**src/rtl/deal_sequencer.sv**
```systemverilog
// Baccarat game sequencer: steps the six card-register load strobes through
// the initial deal and the third-card rules, then lights the winner(s).
module deal_sequencer (
  input  logic       slow_clock,
  input  logic       resetb,
  input  logic [3:0] pscore,
  input  logic [3:0] dscore,
  input  logic [3:0] pcard3,
  output logic       load_pcard1,
  output logic       load_pcard2,
  output logic       load_pcard3,
  output logic       load_dcard1,
  output logic       load_dcard2,
  output logic       load_dcard3,
  output logic       player_win_light,
  output logic       dealer_win_light
);

  typedef enum logic [3:0] {
    S_RST  = 4'd0,
    S_P1   = 4'd1,
    S_D1   = 4'd2,
    S_P2   = 4'd3,
    S_D2   = 4'd4,
    S_EVAL = 4'd5,
    S_P3   = 4'd6,
    S_BCHK = 4'd7,
    S_D3   = 4'd8,
    S_DONE = 4'd9
  } state_t;

  state_t state;
  state_t state_nxt;

  // Banker third-card rule. Face cards and tens (10..13) count as zero.
  // Banker totals of 7 and above (including out-of-range values) stand.
  function automatic logic banker_draws(input logic [3:0] d, input logic [3:0] card);
    logic [3:0] v;
    logic       draw;
    v    = (card >= 4'd10) ? 4'd0 : card;
    draw = 1'b0;
    case (d)
      4'd0, 4'd1, 4'd2: draw = 1'b1;
      4'd3:             draw = (v != 4'd8);
      4'd4:             draw = (v >= 4'd2) && (v <= 4'd7);
      4'd5:             draw = (v >= 4'd4) && (v <= 4'd7);
      4'd6:             draw = (v >= 4'd6) && (v <= 4'd7);
      default:          draw = 1'b0;
    endcase
    return draw;
  endfunction

  // State register; reset forces S_RST immediately, independent of the clock.
  always_ff @(posedge slow_clock or negedge resetb) begin
    if (!resetb) state <= S_RST;
    else         state <= state_nxt;
  end

  // Next-state: fixed deal order, then natural / player / banker decisions.
  always_comb begin
    state_nxt = state;
    case (state)
      S_RST:  state_nxt = S_P1;
      S_P1:   state_nxt = S_D1;
      S_D1:   state_nxt = S_P2;
      S_P2:   state_nxt = S_D2;
      S_D2:   state_nxt = S_EVAL;
      S_EVAL: begin
        if ((pscore >= 4'd8) || (dscore >= 4'd8)) state_nxt = S_DONE;
        else if (pscore <= 4'd5)                  state_nxt = S_P3;
        else if (dscore <= 4'd5)                  state_nxt = S_D3;
        else                                      state_nxt = S_DONE;
      end
      S_P3:   state_nxt = S_BCHK;
      S_BCHK: state_nxt = banker_draws(dscore, pcard3) ? S_D3 : S_DONE;
      S_D3:   state_nxt = S_DONE;
      S_DONE: state_nxt = S_DONE;
      default: state_nxt = S_RST;
    endcase
  end

  // Moore outputs: one strobe per dealing state, lights only once the hand is over.
  always_comb begin
    load_pcard1      = (state == S_P1);
    load_dcard1      = (state == S_D1);
    load_pcard2      = (state == S_P2);
    load_dcard2      = (state == S_D2);
    load_pcard3      = (state == S_P3);
    load_dcard3      = (state == S_D3);
    player_win_light = (state == S_DONE) && (pscore >= dscore);
    dealer_win_light = (state == S_DONE) && (dscore >= pscore);
  end

endmodule

```
**config.mk**
```make
export PLATFORM = sky130hd
export DESIGN_NAME = deal_sequencer
export DESIGN_NICKNAME = d
export VERILOG_FILES = /design/src/rtl/deal_sequencer.sv
export SDC_FILE = /design/constraint.sdc
export NUM_CORES = 1
export LEC_CHECK = 0
export ABC_AREA = 0
export CAP_MARGIN = 15
export CORE_AREA = 2 2 39 41
export DETAILED_ROUTE_END_ITERATION = 16
export DIE_AREA = 0 0 41 43
export PLACE_DENSITY = 0.68
export SLEW_MARGIN = 20
export SYNTH_ARGS = -nofsm -noshare
export SYNTH_HDL_FRONTEND = slang
export SYNTH_SLANG_ARGS = --single-unit
```
**constraint.sdc**
```tcl
create_clock -name slow_clock -period 1.6 [get_ports slow_clock]
set_clock_uncertainty 0.05 [all_clocks]
set_input_delay 0.32 -clock slow_clock [delete_from_list [all_inputs] [get_ports slow_clock]]
set_output_delay 0.32 -clock slow_clock [all_outputs]
set_load 0.05 [all_outputs]
```
==> results.txt, run 1 <==
In this run the remaining antenna-violating nets after routing total 0. 0 antenna diodes ended up in the layout. The run finished, with violations left. For this run, the post-layout net count is about 110. The worst slack after detailed placement came out at -0.759 ns. The highest fanout seen on the critical path came out at 3. The Yosys warning count came out at 0. Summed over all nets, the switching power comes to between 0.6 and 0.7 mW. The total grt overflow came out at 0. The initial antenna violation count is 0.

The simple logic cell fraction of the synthesized area came out at between 30% and 40%. The worst setup path is launched from a primary input. Per report_power, the clock group accounts for around 8.5% of the total. After layout, the worst setup slack is -0.240 ns.

The final max-slew violation count came to 0. The maximum resistive drop on vdd is 1110 uV. The transition at the pin with the smallest max-transition slack is roughly 0.24 ns. The post-synthesis net count is 73. The clock transition at the registers of the reported paths is 0.04 ns. In this run the critical register-to-register path is launched from state[1]. The starting density of the core is around a third. The number of buffers inserted by port buffering came out at 21.

The site row count is 14. The die is between 40 and 50 um wide. Measured along the y axis, the die boundary spans 43 um. The synthesized netlist devotes roughly a quarter of its cell area to compound gates.

Net switching is approximately 44% of the power. TritonCTS built the clock tree. For this run, design rule violations remaining after detail routing come to 0. The cell area after technology mapping came out at roughly 440 um2. In the final layout, the share of cells above drive strength 1 is between 50% and 60%. Of all cell types, the one taking the most synthesized area is sky130_fd_sc_hd__dfrtp_1.

The final weighted congestion in routability-driven placement came out at between 0.7 and 0.8. For the worst flop-to-flop path, the logic depth is 6. The number of sinks on the clock net came out at 4.

In this run, the combinational gates consume approximately four fifths of the power. The cell at the root of the clock tree is sky130_fd_sc_hd__clkbuf_4. The sum of routed wire length over all layers is 1.57 mm. The area added between synthesis and finish came out at 144%. The power density over the cells is between 1000 and 1500 mW/mm2.

The detailed-routing iteration count for the pre-antenna-repair pass is 4. The worst slew margin relative to its limit came out at between 80% and 90%. The leakage power of the design is 0.441 nW. Setup violations remaining at the end of the flow were counted as 4.

The worst-skew pair later-pin latency is about 0.23 ns. The number of buffers between clock root and the deepest sink came out at 2. 22 I/O pins were placed. The number of synthesized register bits is 4. The share of the synthesized area in the top cell type came out at around 23%. By area, the combinational part of the netlist is dominated by simple AND/OR/NAND/NOR gates. In the final layout, the registers with the most flip-flops are state x4.

The number of design-rule violations left by the first detailed-router iteration is 13. In this run the number of H-tree levels came out at 1. Yosys mapped the design onto 29 distinct sky130hd cell types. The HPWL after detailed placement is about 1.1 mm. The register-to-register setup slack came out at around 0.33 ns. The flip-flop count of the largest register after layout is 4.

Among all cell types in the netlist, the one instantiated most often is sky130_fd_sc_hd__nor3_1. The instance count of the mapped netlist is 55. The count of final hold-check violations is 0. The average cell area after synthesis is around 7.9 um2.

The multi-input combinational cells in the finished layout cover a total of roughly 460 um2. After detailed routing, the average wire length per cell comes to 14.3 um. The via count came out at roughly 570.

The xor-xnor portion of the synthesized cell area is 0%. Setup repair after global routing could not meet its margin everywhere. The achievable clock frequency is around 540 MHz. The startpoint-to-endpoint class of the critical path is primary input to output port. Among all flip-flop cells after synthesis, the most frequent one is sky130_fd_sc_hd__dfrtp_1.

After routing, the total negative slack on setup checks comes to -0.542 ns. The type of the worst min-delay path is primary input to async pin. Cell internal power was estimated by the tool at ~0.88 mW. The fraction of registers with async set or reset after synthesis is between 90% and 100%. The data required time at the worst endpoint came out at between 1 and 1.5 ns.

The core box area is 0.00138 mm2. Entering global routing, the biggest net connects 9 pins. After Yosys synthesis, full adders, half adders and majority gates account for a little under an eighth of the synthesized area. The portion of the post-synthesis area used by sequential elements is 22.9%. The routed design could run at a clock period as short as between 1.5 and 2 ns. The first global-routing pass estimated roughly 2.3 mm of wire. STA classifies the critical path endpoint as an output port.

The register containing the most flip-flops in the final layout is state. In this run the critical register-to-register path is captured at state[0]. The register area came out at around 100 um2. The number of CTS-inserted buffers is 3. Tracing the worst setup path back leads to its startpoint at pscore[1].

The global routing usage summed across all routing layers came out at 19.3%. The power share of the sequential group is 12.1%. The arrival time of data at the critical path endpoint came out at 1.47 ns. The total chip power is ~1.6 mW. The core occupancy in the finished layout is 76.9%. The number of flops mapped to enable cells by yosys is 0. The checks that failed: setup timing. The die area came out at about 0.0018 mm2. The number of global-route vias before repair is approximately 570. The mux cell area share after synthesis came out at 0%. The worst hold slack across all endpoints came out at approximately 0.23 ns. After layout, the worst path uses 115% of the clock period. The number of maximum-capacitance constraint violations came out at 0. The via-per-instance ratio is 5.19.

Yosys attributes the largest share of cell area to sky130_fd_sc_hd__dfrtp_1 (23%), sky130_fd_sc_hd__ha_1 (11%), sky130_fd_sc_hd__nor3_1 (6.9%), sky130_fd_sc_hd__a21oi_1 (4.6%), sky130_fd_sc_hd__nand2b_1 (4.3%). The fill cell instance count of the final layout is 86.
==> logic make-up after synthesis <==
family | after synthesis
adders and majority gates | 4
buffers and inverters | 6
DFF | 4
and+or+nand+nor | 26
AOI/OAI and AO/OA | 15
==> routing by layer <==
metal	track usage [%]	share of wire [%]	wire (um)	up-vias
li1	-	-	-	285
met1	22.0	38	594	271
met2	34.4	59	922	15
met3	4.19	3.2	50	0
met4	4.00	0	0	0
met5	0	0	0	-
==> through the flow <==
stage	instance area, um2	cells
after floorplan	532	55
after global placement	886	100
after detailed placement	886	100
after CTS	1010	108
after global routing	1060	110
final	1060	110
==> worst max path at each step <==
stage / slack [ns] / depth (start not counted) / endpoint
2_1_floorplan: -0.22 / 5 / player_win_light
3_3_place_gp: -0.70 / 8 / dealer_win_light
3_5_place_dp: -0.76 / 8 / dealer_win_light
4_1_cts: -0.24 / 8 / dealer_win_light
5_1_grt: -0.30 / 8 / player_win_light
6_report: -0.24 / 8 / player_win_light
==> power by group through the flow <==
stage	combinational (mW)	clock, mW	sequential, mW
2_1_floorplan	0.580	0	0.212
5_1_grt	1.31	0.150	0.194
3_5_place_dp	1.00	0	0.183
3_3_place_gp	0.993	0	0.180
6_report	1.25	0.133	0.190
4_1_cts	1.17	0.137	0.186
==> area by class of cell <==
| class | instances | share of cell area [%] |
|---|---|---|
| sequential | 4 | 9.53 |
| timing repair buffer | 37 | 40.8 |
| multi-input combinational | 45 | 43.6 |
| inverter | 4 | 1.65 |
| clock buffer | 4 | 2.47 |
| tap | 16 | 1.88 |
==> worst max-delay path, cell delays in order <==
cell and delay, ns:
sky130_fd_sc_hd__buf_8 0.10, sky130_fd_sc_hd__inv_4 0.05, sky130_fd_sc_hd__ha_4 0.20, sky130_fd_sc_hd__nor2b_4 0.12
sky130_fd_sc_hd__o211ai_1 0.15, sky130_fd_sc_hd__nand3b_1 0.16, sky130_fd_sc_hd__a21oi_2 0.22, sky130_fd_sc_hd__buf_12 0.16
==> cell usage in the layout, fill, tap and decap left out, drive strengths merged, types with 4 or more instances in the layout <==
cell           count
clkbuf             4
ha                 4
inv                4
clkdlybuf4s50      5
buf               26
a21oi              4
nand2b             5
dfrtp              4
dlygate4sd2        4
nor2               4
nor3               6
==> timing repair <==
item / 4_1_cts / 5_1_grt
buffers inserted: 4 / 2
gates resized for setup: 37 / 8
hold buffers: 0 / 0
pin swaps: 9 / 5
endpoints found under the setup margin: 6 / 8
No activity file was read; power rests on OpenSTA's default activity.
==> run 2: changes to the inputs <==
clock period = 2.1 ns   (was 1.6 ns; I/O delays follow)
==> run 2 against run 1 <==
- the flow now finishes without violations
- first-iteration DRC count fell by 69%
- sequential share of layout area rose by 2.2 points
- largest cell class unchanged
- sequential power is 18% lower
- cell area fell by 20%
- register-to-register slack better by 0.48 ns
- critical path depth down 1
- via count is 11% lower
- count of clock-buffer cells in the layout shrank 1
- non-clock buffer count is 9 lower
- sequential cell count stayed put
- critical path type unchanged
- global-route usage shrank 1.4 points
==> results.txt, run 2 (synthesized netlist as in run 1, its figures left out) <==
The flow ran to the end, and the final reports show no timing, DRC or antenna violations. The global-route wire length before repair came out at 2.08 mm (-9.9%). The internal power component came to 0.464 mW (-47%). The number of cells on the worst reg-to-reg path is 4 (-2). The sum of routed wire length over all layers came out at 1.29 mm (-18%). The detailed-routing iteration count for the pre-antenna-repair pass came out at 3 (-1).

The startpoint-to-endpoint class of the critical path is primary input to output port. The site row count came to 14 (unchanged). The largest registers in the layout are state x4. The worst hold slack across all endpoints is 0.335 ns (+0.103 ns). The number of top-level pins came out at 22 (unchanged). The least setup slack across all paths after layout is 0.0602 ns (+0.300 ns). The number of global-route vias before repair is 482 (-15%). The H-tree depth was 1 (unchanged). The fill cell instance count of the final layout came out at 116 (+35%).

The clock transition at the registers of the reported paths is 0.04 ns (about the same). The count of final hold-check violations came to 0 (unchanged). The power density over the cells came out at 1010 mW/mm2 (-32%). The critical path's slowest cell is sky130_fd_sc_hd__dlygate4sd2_1. The worst slack after detailed placement is -0.447 ns (+0.312 ns). The core occupancy in the finished layout was 61.8% (-15 points).

The number of buffers between clock root and the deepest sink came to 2 (unchanged). The total net switching power was 0.403 mW (-42%). The final weighted congestion in routability-driven placement came out at 0.712 (-8.0%). The clock tree from TritonCTS is built.

The tree is rooted in a sky130_fd_sc_hd__clkbuf_4. The die outline width is 41 um (unchanged). The number of CTS-inserted buffers came out at 3 (unchanged). The switching power share of the total came out at 46.5% (+2.1 points). From synthesis to final layout, the design area changed by 96.0%. The summed negative setup slack over all endpoints is 0 ns (+0.542 ns). The number of buffers inserted by port buffering was 21 (unchanged). The fraction of final layout cells sized beyond drive strength 1 was 41.7% (-16 points). The clock network fraction of total power is 11.0% (+2.5 points).

The via count is 509 (-11%). The element type at the critical path end is an output port. The average wire length per cell after detail routing is 12.9 um (-9.6%). The transition at the pin with the smallest max-transition slack was 0.365 ns (+0.130 ns). The global routing usage summed across all routing layers was 17.9% (-1.4 points). The maximum resistive drop on vdd was 672 uV (-40%). The worst setup path is launched from a primary input.

The final critical-path required period came out at slightly above 2 ns. Walking the worst path, the cells encountered are dlygate4sd2_1 > inv_2 > ha_4 > o211ai_1 > nand3b_1 > a21oi_2 > buf_12. The number of nets with antenna violations after detailed routing is 0 (unchanged). The final-report setup violation count came to 0 (-4).

The vertical extent of the die came out at 43 um (unchanged). The worst-skew pair later-pin latency came out at 0.24 ns (about the same). The highest fanout seen on the critical path is 4 (+1). Setup repair after global routing could not meet its margin everywhere. The total inserted antenna cells is 0 (unchanged). The worst hold path belongs to the class primary input to async pin.

The leakage power of the design came out at 0.368 nW (-16%). The number of maximum-capacitance constraint violations is 0 (unchanged). The register-to-register setup slack is 0.81 ns (+0.48 ns). The worst slew margin relative to its limit came to 75.5% (-8.7 points). The maximum cell stage delay along the critical path came out at 0.24 ns (+0.02 ns).

The total chip power is 0.867 mW (-45%). The total grt overflow came to 0 (unchanged). The cts-stage hold buffer count is 0 (unchanged). The share of the cycle needed by the critical path after routing is just under 100%. The power share of the sequential group is 17.9% (+5.8 points). The final instance area is 856 um2 (-20%). The via-per-instance ratio came out at 5.09 (-1.9%).

The register with the most flip-flops in the final layout is state. The die area is 0.00176 mm2 (unchanged). The capture instance of the worst register-to-register path is state[0].

The number of sinks on the clock net came out at 4 (unchanged). The instance count after placement with tap cells included is 97 (-3.0%). The largest net degree at the start of global routing is 10 (+1). The data required time at the worst endpoint came out at 1.63 ns (+0.40 ns). In this run the critical register-to-register path is launched from state[3]. In the layout the commonest cells are sky130_fd_sc_hd__buf_12 (7), sky130_fd_sc_hd__buf_4 (7), sky130_fd_sc_hd__nor3_1 (5), sky130_fd_sc_hd__clkdlybuf4s50_1 (5). The initial antenna violation count came to 0 (unchanged). The flip-flop count of the largest register after layout came out at 4 (unchanged). The post-CTS setup repair buffer count is 0 (-4). The HPWL after detailed placement came to 929 um (-17%).

The achievable clock frequency came out at 490 MHz. The arrival time of data at the critical path endpoint was 1.57 ns (+0.10 ns). The final net count came out at 104 (-8.0%). The count of placed standard cells in the final layout, fillers left out came out at 100 (-9.1%). The final max-slew violation count is 0 (unchanged). The relative contribution of combinational cells to total power is 71.1% (-8.3 points). The core box area is 0.00138 mm2 (unchanged). The starting density of the core came to 31.6% (unchanged). The instance area at placement is 779 um2 (-12%). The DRC violation count after routing came out at 0 (unchanged). The number of design-rule violations left by the first detailed-router iteration is 4 (-9).
## run 2: cell count changes in the layout (fill, tap and decap cells not counted), sizes merged
cell and change:
buf -9, clkdlybuf4s15 -1
## run 2: worst max-delay path by stage
stage / slack [ns] / endpoint / depth (start not counted) / start
final: 0.06 / player_win_light / 7 / pscore[3]
after global routing: -0.003 / player_win_light / 7 / pscore[3]
after CTS: 0.01 / dealer_win_light / 8 / dscore[0]
after detailed placement: -0.45 / dealer_win_light / 8 / pscore[1]
after global placement: -0.37 / dealer_win_light / 8 / pscore[1]
after floorplan: -0.07 / load_dcard2 / 2 / state[3]
## run 2: what timing repair did
| action | in CTS | in global routing |
|---|---|---|
| gates resized for setup | 25 | 6 |
| setup endpoints to repair | 2 | 2 |
| pin swaps | 5 | 5 |
## run 2: routing by layer
metal | up-vias | part of all wire, % | global-route usage (%)
met5 | - | 0 | 0
met4 | 0 | 0 | 4.00
met3 | 0 | 3.0 | 6.28
met2 | 9 | 52 | 28.4
met1 | 236 | 45 | 22.2
li1 | 264 | - | -
## run 2: cell type report
class,instances,area [um2],share of cell area (%)
clock buffers,3,22.5,2.63
flip-flops and latches,4,100,11.7
well taps,16,20.0,2.34
inverters,4,17.5,2.05
multi-input cells,45,372,43.4
repair buffers,28,324,37.9
## run 2: power by group through the flow
stage	clock network [mW]	logic (mW)	registers (mW)
after floorplan	0	0.362	0.141
after global placement	0	0.596	0.151
after detailed placement	0	0.599	0.153
after CTS	0.0988	0.612	0.154
after global routing	0.106	0.658	0.159
final	0.0954	0.616	0.155
## run 2: worst max-delay path: cells and delay by family
kind / cells / cell delay (ns)
AO/OA/AOI/OAI: 2 / 0.30
adder cells (fa/ha/maj): 1 / 0.24
buffers and inverters: 3 / 0.46
AND/OR/NAND/NOR: 1 / 0.14
==> run 3: changes to the inputs <==
MAX_ROUTING_LAYER = met4   (was default)
==> results of run 3 <==
The final DEF is identical to that of run 2; final timing and power are the same.
Among the figures that moved: final weighted congestion in routability-driven placement 0.712 -> 0.720; overall routing resource usage 17.9% -> 18.3%
